$ cat src/rtl/relay_alu_pkg.sv
// Shared types and defaults for the relay ALU sequencer and its helpers.
package relay_alu_pkg;

  localparam int DEF_WIDTH         = 8;
  localparam int DEF_SETTLE_CYCLES = 4;

  typedef enum logic [2:0] {
    FN_ADD = 3'b000,
    FN_INC = 3'b001,
    FN_AND = 3'b010,
    FN_OR  = 3'b011,
    FN_XOR = 3'b100,
    FN_NOT = 3'b101,
    FN_SHL = 3'b110,
    FN_CLR = 3'b111
  } alu_func_e;

  typedef enum logic [1:0] {
    ST_IDLE   = 2'd0,
    ST_SETTLE = 2'd1,
    ST_DONE   = 2'd2
  } seq_state_e;

endpackage

$ cat src/rtl/relay_alu_flags.sv
// Condition flag derivation from a result word and its carry-out.
module relay_alu_flags #(
  parameter int WIDTH = 8
) (
  input  logic [WIDTH-1:0] result,
  input  logic             carry_in,
  output logic             zero,
  output logic             sign,
  output logic             carry
);

  assign zero  = (result == '0);
  assign sign  = result[WIDTH-1];
  assign carry = carry_in;

endmodule

$ cat src/rtl/relay_logic_sequencer.sv
// Drives operands onto the relay gate array, waits the settle time, latches result and flags.
// Optional macro GATE_CHECK_EN builds a sticky gate-array consistency checker (gate_err).
//
// state     | meaning
// ST_IDLE   | ready for a request
// ST_SETTLE | operands applied, counting down relay settle time
// ST_DONE   | result latched, res_valid pulse
module relay_logic_sequencer
  import relay_alu_pkg::*;
#(
  parameter int WIDTH         = DEF_WIDTH,
  parameter int SETTLE_CYCLES = DEF_SETTLE_CYCLES
) (
  input  logic             clk,
  input  logic             reset,
  input  logic             op_valid,
  output logic             op_ready,
  input  logic [2:0]       func,
  input  logic [WIDTH-1:0] b_in,
  input  logic [WIDTH-1:0] c_in,
  output logic [WIDTH-1:0] b_drive,
  output logic [WIDTH-1:0] c_drive,
  input  logic [WIDTH-1:0] gate_and,
  input  logic [WIDTH-1:0] gate_or,
  input  logic [WIDTH-1:0] gate_xor,
  input  logic [WIDTH-1:0] gate_not,
  output logic [WIDTH-1:0] result,
  output logic             res_valid,
  output logic             flag_zero,
  output logic             flag_sign,
  output logic             flag_carry,
  output logic             gate_err
);

  localparam int CW = (SETTLE_CYCLES > 1) ? $clog2(SETTLE_CYCLES) : 1;

  seq_state_e       state, state_nxt;
  logic [CW-1:0]    cnt;
  alu_func_e        func_q;
  logic             accept, capture;
  logic [WIDTH-1:0] res_nxt;
  logic             carry_nxt;
  logic [WIDTH:0]   sum;
  logic             zero_nxt, sign_nxt, cflag_nxt;

  assign accept  = (state == ST_IDLE) && op_valid;
  assign capture = (state == ST_SETTLE) && (cnt == '0);

  always_ff @(posedge clk) begin
    if (reset) state <= ST_IDLE;
    else       state <= state_nxt;
  end

  always_comb begin
    state_nxt = state;
    case (state)
      ST_IDLE:   if (op_valid) state_nxt = ST_SETTLE;
      ST_SETTLE: if (cnt == '0) state_nxt = ST_DONE;
      ST_DONE:   state_nxt = ST_IDLE;
      default:   state_nxt = ST_IDLE;
    endcase
  end

  always_comb begin
    op_ready  = (state == ST_IDLE);
    res_valid = (state == ST_DONE);
  end

  // Logic functions come from the gate array; arithmetic and shift are local.
  always_comb begin
    res_nxt   = '0;
    carry_nxt = 1'b0;
    sum       = '0;
    case (func_q)
      FN_ADD: begin
        sum       = {1'b0, b_drive} + {1'b0, c_drive};
        res_nxt   = sum[WIDTH-1:0];
        carry_nxt = sum[WIDTH];
      end
      FN_INC: begin
        sum       = {1'b0, b_drive} + (WIDTH+1)'(1);
        res_nxt   = sum[WIDTH-1:0];
        carry_nxt = sum[WIDTH];
      end
      FN_AND:  res_nxt = gate_and;
      FN_OR:   res_nxt = gate_or;
      FN_XOR:  res_nxt = gate_xor;
      FN_NOT:  res_nxt = gate_not;
      FN_SHL:  res_nxt = {b_drive[WIDTH-2:0], b_drive[WIDTH-1]};
      default: res_nxt = '0;
    endcase
  end

  relay_alu_flags #(.WIDTH(WIDTH)) u_flags (
    .result   (res_nxt),
    .carry_in (carry_nxt),
    .zero     (zero_nxt),
    .sign     (sign_nxt),
    .carry    (cflag_nxt)
  );

  always_ff @(posedge clk) begin
    if (reset) begin
      b_drive    <= '0;
      c_drive    <= '0;
      func_q     <= FN_ADD;
      cnt        <= '0;
      result     <= '0;
      flag_zero  <= 1'b0;
      flag_sign  <= 1'b0;
      flag_carry <= 1'b0;
    end else begin
      if (accept) begin
        b_drive <= b_in;
        c_drive <= c_in;
        func_q  <= alu_func_e'(func);
        cnt     <= CW'(SETTLE_CYCLES - 1);
      end else if (state == ST_SETTLE && cnt != '0) begin
        cnt <= cnt - 1'b1;
      end
      if (capture) begin
        result     <= res_nxt;
        flag_zero  <= zero_nxt;
        flag_sign  <= sign_nxt;
        flag_carry <= cflag_nxt;
      end
    end
  end

`ifdef GATE_CHECK_EN
  logic gate_mismatch;
  assign gate_mismatch = (gate_and != (b_drive & c_drive)) ||
                         (gate_or  != (b_drive | c_drive)) ||
                         (gate_xor != (b_drive ^ c_drive)) ||
                         (gate_not != ~b_drive);

  always_ff @(posedge clk) begin
    if (reset)                         gate_err <= 1'b0;
    else if (capture && gate_mismatch) gate_err <= 1'b1;
  end
`else
  assign gate_err = 1'b0;
`endif

endmodule

$ cat config.mk
export PLATFORM = sky130hd
export DESIGN_NAME = relay_logic_sequencer
export DESIGN_NICKNAME = d
export VERILOG_FILES = /design/src/rtl/relay_alu_pkg.sv /design/src/rtl/relay_alu_flags.sv /design/src/rtl/relay_logic_sequencer.sv
export SDC_FILE = /design/constraint.sdc
export NUM_CORES = 1
export LEC_CHECK = 0
export CORE_ASPECT_RATIO = 1.1
export CORE_MARGIN = 5
export CORE_UTILIZATION = 45
export CTS_BUF_LIST = sky130_fd_sc_hd__clkbuf_4 sky130_fd_sc_hd__clkbuf_8
export DETAILED_ROUTE_END_ITERATION = 10
export PLACE_DENSITY = 0.82
export SYNTH_ARGS = -nofsm -noshare
export SYNTH_HDL_FRONTEND = slang
export SYNTH_SLANG_ARGS = --single-unit
$ cat constraint.sdc
create_clock -name clk -period 3.2 [get_ports clk]
set_input_delay 0.8 -clock clk [delete_from_list [all_inputs] [get_ports clk]]
set_output_delay 0.8 -clock clk [all_outputs]
set_load 0.02 [all_outputs]
=== Yosys cells after proc, flatten, opt, wreduce, memory -nomap -nowiden ===
Cells that the tools add are included.

* Flip-flop bits (word level): 34
* Input port bits: 54
* Output and inout port bits: 30
* Word-level logic and storage cells: 39

* Add/subtract/negate cells: 3
* Equal/unequal tests: 10
* Mux-type cells: 7
* Reductions and logical operators: 10

{| class="wikitable"
|+ Operator list
! kind !! number
|-
| 8-bit case mux with 7 select lines || 1
|-
| 8-bit by 1-bit adder with 9-bit output (second input constant) || 1
|-
| 8-bit by 8-bit adder with 9-bit output || 1
|-
| 3-bit equality test (second input constant) || 3
|-
| 8-bit zero test || 1
|-
| 2-bit two-way mux || 4
|-
| 3-bit by 2-bit equality test with 1-bit output (second input constant) || 2
|-
| 2-bit zero test || 2
|-
| 2-bit != test (second input constant) || 2
|-
| 2-bit case mux with 2 select lines || 1
|-
| 2-bit nonzero test || 2
|-
| 3-bit by 1-bit equality test with 1-bit output (second input constant) || 1
|-
| 1-bit logical AND || 3
|-
| 3-bit zero test || 1
|-
| 2-bit by 1-bit equality test with 1-bit output (second input constant) || 1
|-
| 2-bit equality test (second input constant) || 1
|-
| 1-bit case mux with 2 select lines || 1
|-
| 2-bit AND reduction || 1
|-
| 2-bit by 1-bit subtractor with 2-bit output (second input constant) || 1
|}

=== Depth between registers and ports, before layout ===
* Word-level depth: 4
* Mapped depth: 8
* Depth with buffers taken out: 8

=== Cells and area by module ===
Synthesis repeated with hierarchy kept, for this count alone.

* Cell total of the unflattened synthesis: 290
* Area, all modules: 2238.4 um^2

{| class="wikitable"
|+ Modules (own cells, without submodules)
! module !! times used !! cells each !! area an instance (um^2) !! seq. area each (um^2)
|-
| relay_logic_sequencer || 1 || 285 || 2204.6 || 680.7
|-
| relay_alu_flags || 1 || 5 || 33.8 || 0.0
|}

=== Worst setup path before layout ===
OpenSTA, ideal clock, no wires.

* Kind: reg-to-reg
* From: register b_drive[0]
* To: register flag_zero
* Data arrival time: 2.370 ns
* Data required time: 3.141 ns
* Slack: 0.770 ns
* Stages on the path, launching flop included: 9
* Buffers on the path: 0
* Cell sequence: dfxtp_1 > ha_1 > fa_1 > xor2_1 > mux4_2 > a2bb2oi_1 > nor4_1 > and4b_1 > a31o_1

* Cells in the longest elaborated chain, start to end: 3
* Elaborated cells between the ends (all ways): 4

{| class="wikitable"
|+ Ends and longest elaborated chain
! element !! RTL line !! text
|-
| start, declared || relay_logic_sequencer.sv:21 || <nowiki>output logic [WIDTH-1:0] b_drive,</nowiki>
|-
| start signal, assigned || relay_logic_sequencer.sv:114 || <nowiki>b_drive <= b_in;</nowiki>
|-
| 8-bit by 1-bit adder with 9-bit output / 8-bit by 8-bit adder with 9-bit output (equally long branches) || relay_logic_sequencer.sv:81, relay_logic_sequencer.sv:76 ||
|-
| 8-bit case mux with 7 select lines * || relay_logic_sequencer.sv:74 || <nowiki>case (func_q)</nowiki>
|-
| 8-bit zero test * || relay_alu_flags.sv:12 || <nowiki>assign zero = (result == '0);</nowiki>
|-
| end signal, assigned || relay_logic_sequencer.sv:123 || <nowiki>flag_zero <= zero_nxt;</nowiki>
|-
| end, declared || relay_logic_sequencer.sv:29 || <nowiki>output logic flag_zero,</nowiki>
|}

Mark *: on every way between the ends. The rest lies on a longest branch, timed or not.
A chain may end at the register's enable or synchronous reset.

=== Worst setup path after layout ===
Same ends and word-level chain as after synthesis.

==> results.ini <==
[die]
placementRows=26
ios=84
die_y_um=82.51
initial_core_util=0.4623
core_um2=4652
die_area_um2=6264
die_x_um=75.92

[timing]
slew_violations=0
fin_skew_ns=0.006542
rsz0062_at_grt=no
setup_ws_ns=0.6468
fmax_ghz=0.3917
finalSetupViolCount=0
fin_crit_ns=2.553
tns_ns=0
worst_hold_slack_ns=0.4698
finalCritPeriodShare=0.7979
tightestPinTransition_ns=0.8552
relSlewSlack=0.4291
hold_violations=0

[power_and_ir_drop]
seqPwrFrac=0.399
power_density_nw_per_um2=400.0
pwr-share-comb=0.336
p_sw_mw=0.4011
p_clk_frac=0.265
peakVddDrop_mv=0.2929
power.leakage_nw=1.179
p_sw_frac=0.3233
finalPower_mw=1.241
internal_power_mw=0.8397

[clock_network]
cts_hold_buf=0
tritoncts=built
htreeDepth=2
clockBufferDepth=2
cts_setup_buffers=0
clockRootBuffer=clkbuf_8
cts.sinks=33
cts-resized-gates=0
insertion_delay_ns=0.29
cts_buffers=5
clkTransAtPathRegs_ns=0.07

[global_route]
antenna_found_initial=0
grt_pass1_vias=2220
grt_usage=0.2188
grt_overflow=0
grt_max_degree=25
grt_pass1_wl_um=11070

[route]
wirelength_um=6993
antenna_left=0
num_vias=2298
viasPerCell=5.619
drc=0
first_pass_iters=4
first_iter_violations=186
wl_per_cell_um=17.10

[synth]
synth_nets=340
syn_avg_cell_area_um2=7.821
synth-xor-area-share=0.02443
synth_compound_area_frac=0.2292
yosys_warnings=0
synth_simple_gate_area_frac=0.2437
synth_edf_count=0
synth_top_family_by_area=simple AND/OR/NAND/NOR gates
ys.flop_type=dfxtp_1
synth_cells=275
ys_seq_elements=33
seq_area_frac_synth=0.3072
syn_area_um2=2151
ys_types=50
synthArstFlopShare=0
synthAdderAreaFrac=0.06748
synth_mux_area_frac=0.08435

[finish]
layout_common_cells=82 x clkdlybuf4s50_1, 52 x nand2_1, 33 x dfxtp_1, 31 x a21oi_1, 22 x nor2_1
fillers=430
diodes=0
seqCellArea_um2=660.6
area_delta_synth_final_pct=44.21
nNetsFinal=418
stdcell_area_um2=3102
layout_commonest_cell=clkdlybuf4s50_1
multi_input_area_um2=1400
drive_above_1_share=0.06516

[placed_design]
place_congestion=0.9453
dp_hpwl_um=5346
io_buffer_count=82
pre_cts_ws_ns=0.5262
placedInstanceArea_um2=3012

[critical_path]
start_kind=flip-flop
worst_path_largest_cell_delay_ns=0.46
cpMaxStageDelayCell=mux4_2
end_kind=flip-flop
timing.critical_path.buf_inv=0
critPathMaxFanout=9
path_cells=ha_1 -> fa_1 -> xor2_1 -> mux4_2 -> a2bb2oi_1 -> nor4_1 -> and4b_1 -> a31o_1
crit_type=flip-flop to flip-flop
cp.required_ns=3.43
cp_top_family=adder cells
crit_arrival_ns=2.78

[flow_run]
maxCapViolations=0

[min_path]
hold_path_class=flip-flop to flip-flop

[run_status]
status=finished, final reports clean

## worst register-to-register path, delay by kind of cell, from the launching register on
family	cells	cell delay (ns)
AOI/OAI and AO/OA	2	0.31
xor gates and xnor gates	1	0.19
adders and majority gates	2	0.67
DFF	1	0.38
muxes	1	0.46
and+or+nand+nor	2	0.49
## kinds of logic (layout without fill, tap and decap cells)
family / count (synthesis) / after routing
DFF: 33 / 33
and+or+nand+nor: 112 / 112
xor gates and xnor gates: 6 / 6
other: 1 / 1
adders and majority gates: 11 / 11
muxes: 15 / 15
buffers and inverters: 21 / 99
AOI/OAI and AO/OA: 76 / 76
## layout make-up
cell class	count	area share
sequential	33	0.2130
clock buffer	7	0.02904
inverter	4	0.004841
timing repair buffer	88	0.2791
tap	56	0.02259
multi-input combinational	221	0.4514
## sequential cells by signal (all words and copies together), names as in the netlist
name        cells
cnt             2
state           2
flag_zero       1
result          8
b_drive         8
c_drive         8
func_q          3
flag_carry      1
## path summary, 6_finish.rpt
| kind | startpoint | endpoint | slack (ns) | cells past startpoint |
|---|---|---|---|---|
| max | b_drive[0] | flag_zero | 0.65 | 8 |
| min | result[2] | result[2] | 0.47 | 2 |
| max reg2reg | b_drive[0] | flag_zero | 0.65 | 8 |
| min reg2reg | result[2] | result[2] | 0.47 | 2 |
## cells in the mapped netlist (all sizes together), types with 4 or more instances
library cell   n  area share
mux2           5       0.026
nor2b          5       0.015
clkbuf        11       0.019
a211oi         8       0.028
nor3           9       0.021
nor2          22       0.038
xor2           5       0.020
dfxtp         33        0.31
buf            6       0.016
o21ai          8       0.019
mux2i          8       0.037
nand2         52       0.091
a21oi         31       0.072
nand3          4      0.0093
inv            4      0.0070
ha            10       0.058
nor3b          5       0.017
## layer usage
metal  vias to the layer above  global-route usage  part of all wire
li1                       1147                   -                 -
met1                      1066              0.2551              0.43
met2                        77              0.3998              0.50
met3                         8             0.04664             0.056
met4                         0             0.07473             0.016
met5                         -                   0                 0
## power groups by stage
| stage | Combinational (mW) | Sequential (mW) | Clock, mW |
|---|---|---|---|
| global route | 0.455 | 0.501 | 0.346 |
| CTS | 0.416 | 0.495 | 0.333 |
| floorplan | 0.220 | 0.513 | 0 |
| finish | 0.417 | 0.495 | 0.329 |
| global placement | 0.407 | 0.502 | 0 |
| detailed placement | 0.412 | 0.504 | 0 |
## metrics by stage
step                cells  utilization
floorplan             275            -
global placement      402       0.6474
detailed placement    402       0.6474
CTS                   409       0.6668
global route          409       0.6668
finish                409       0.6668
Note: power is estimated with default switching activity, not from simulation.
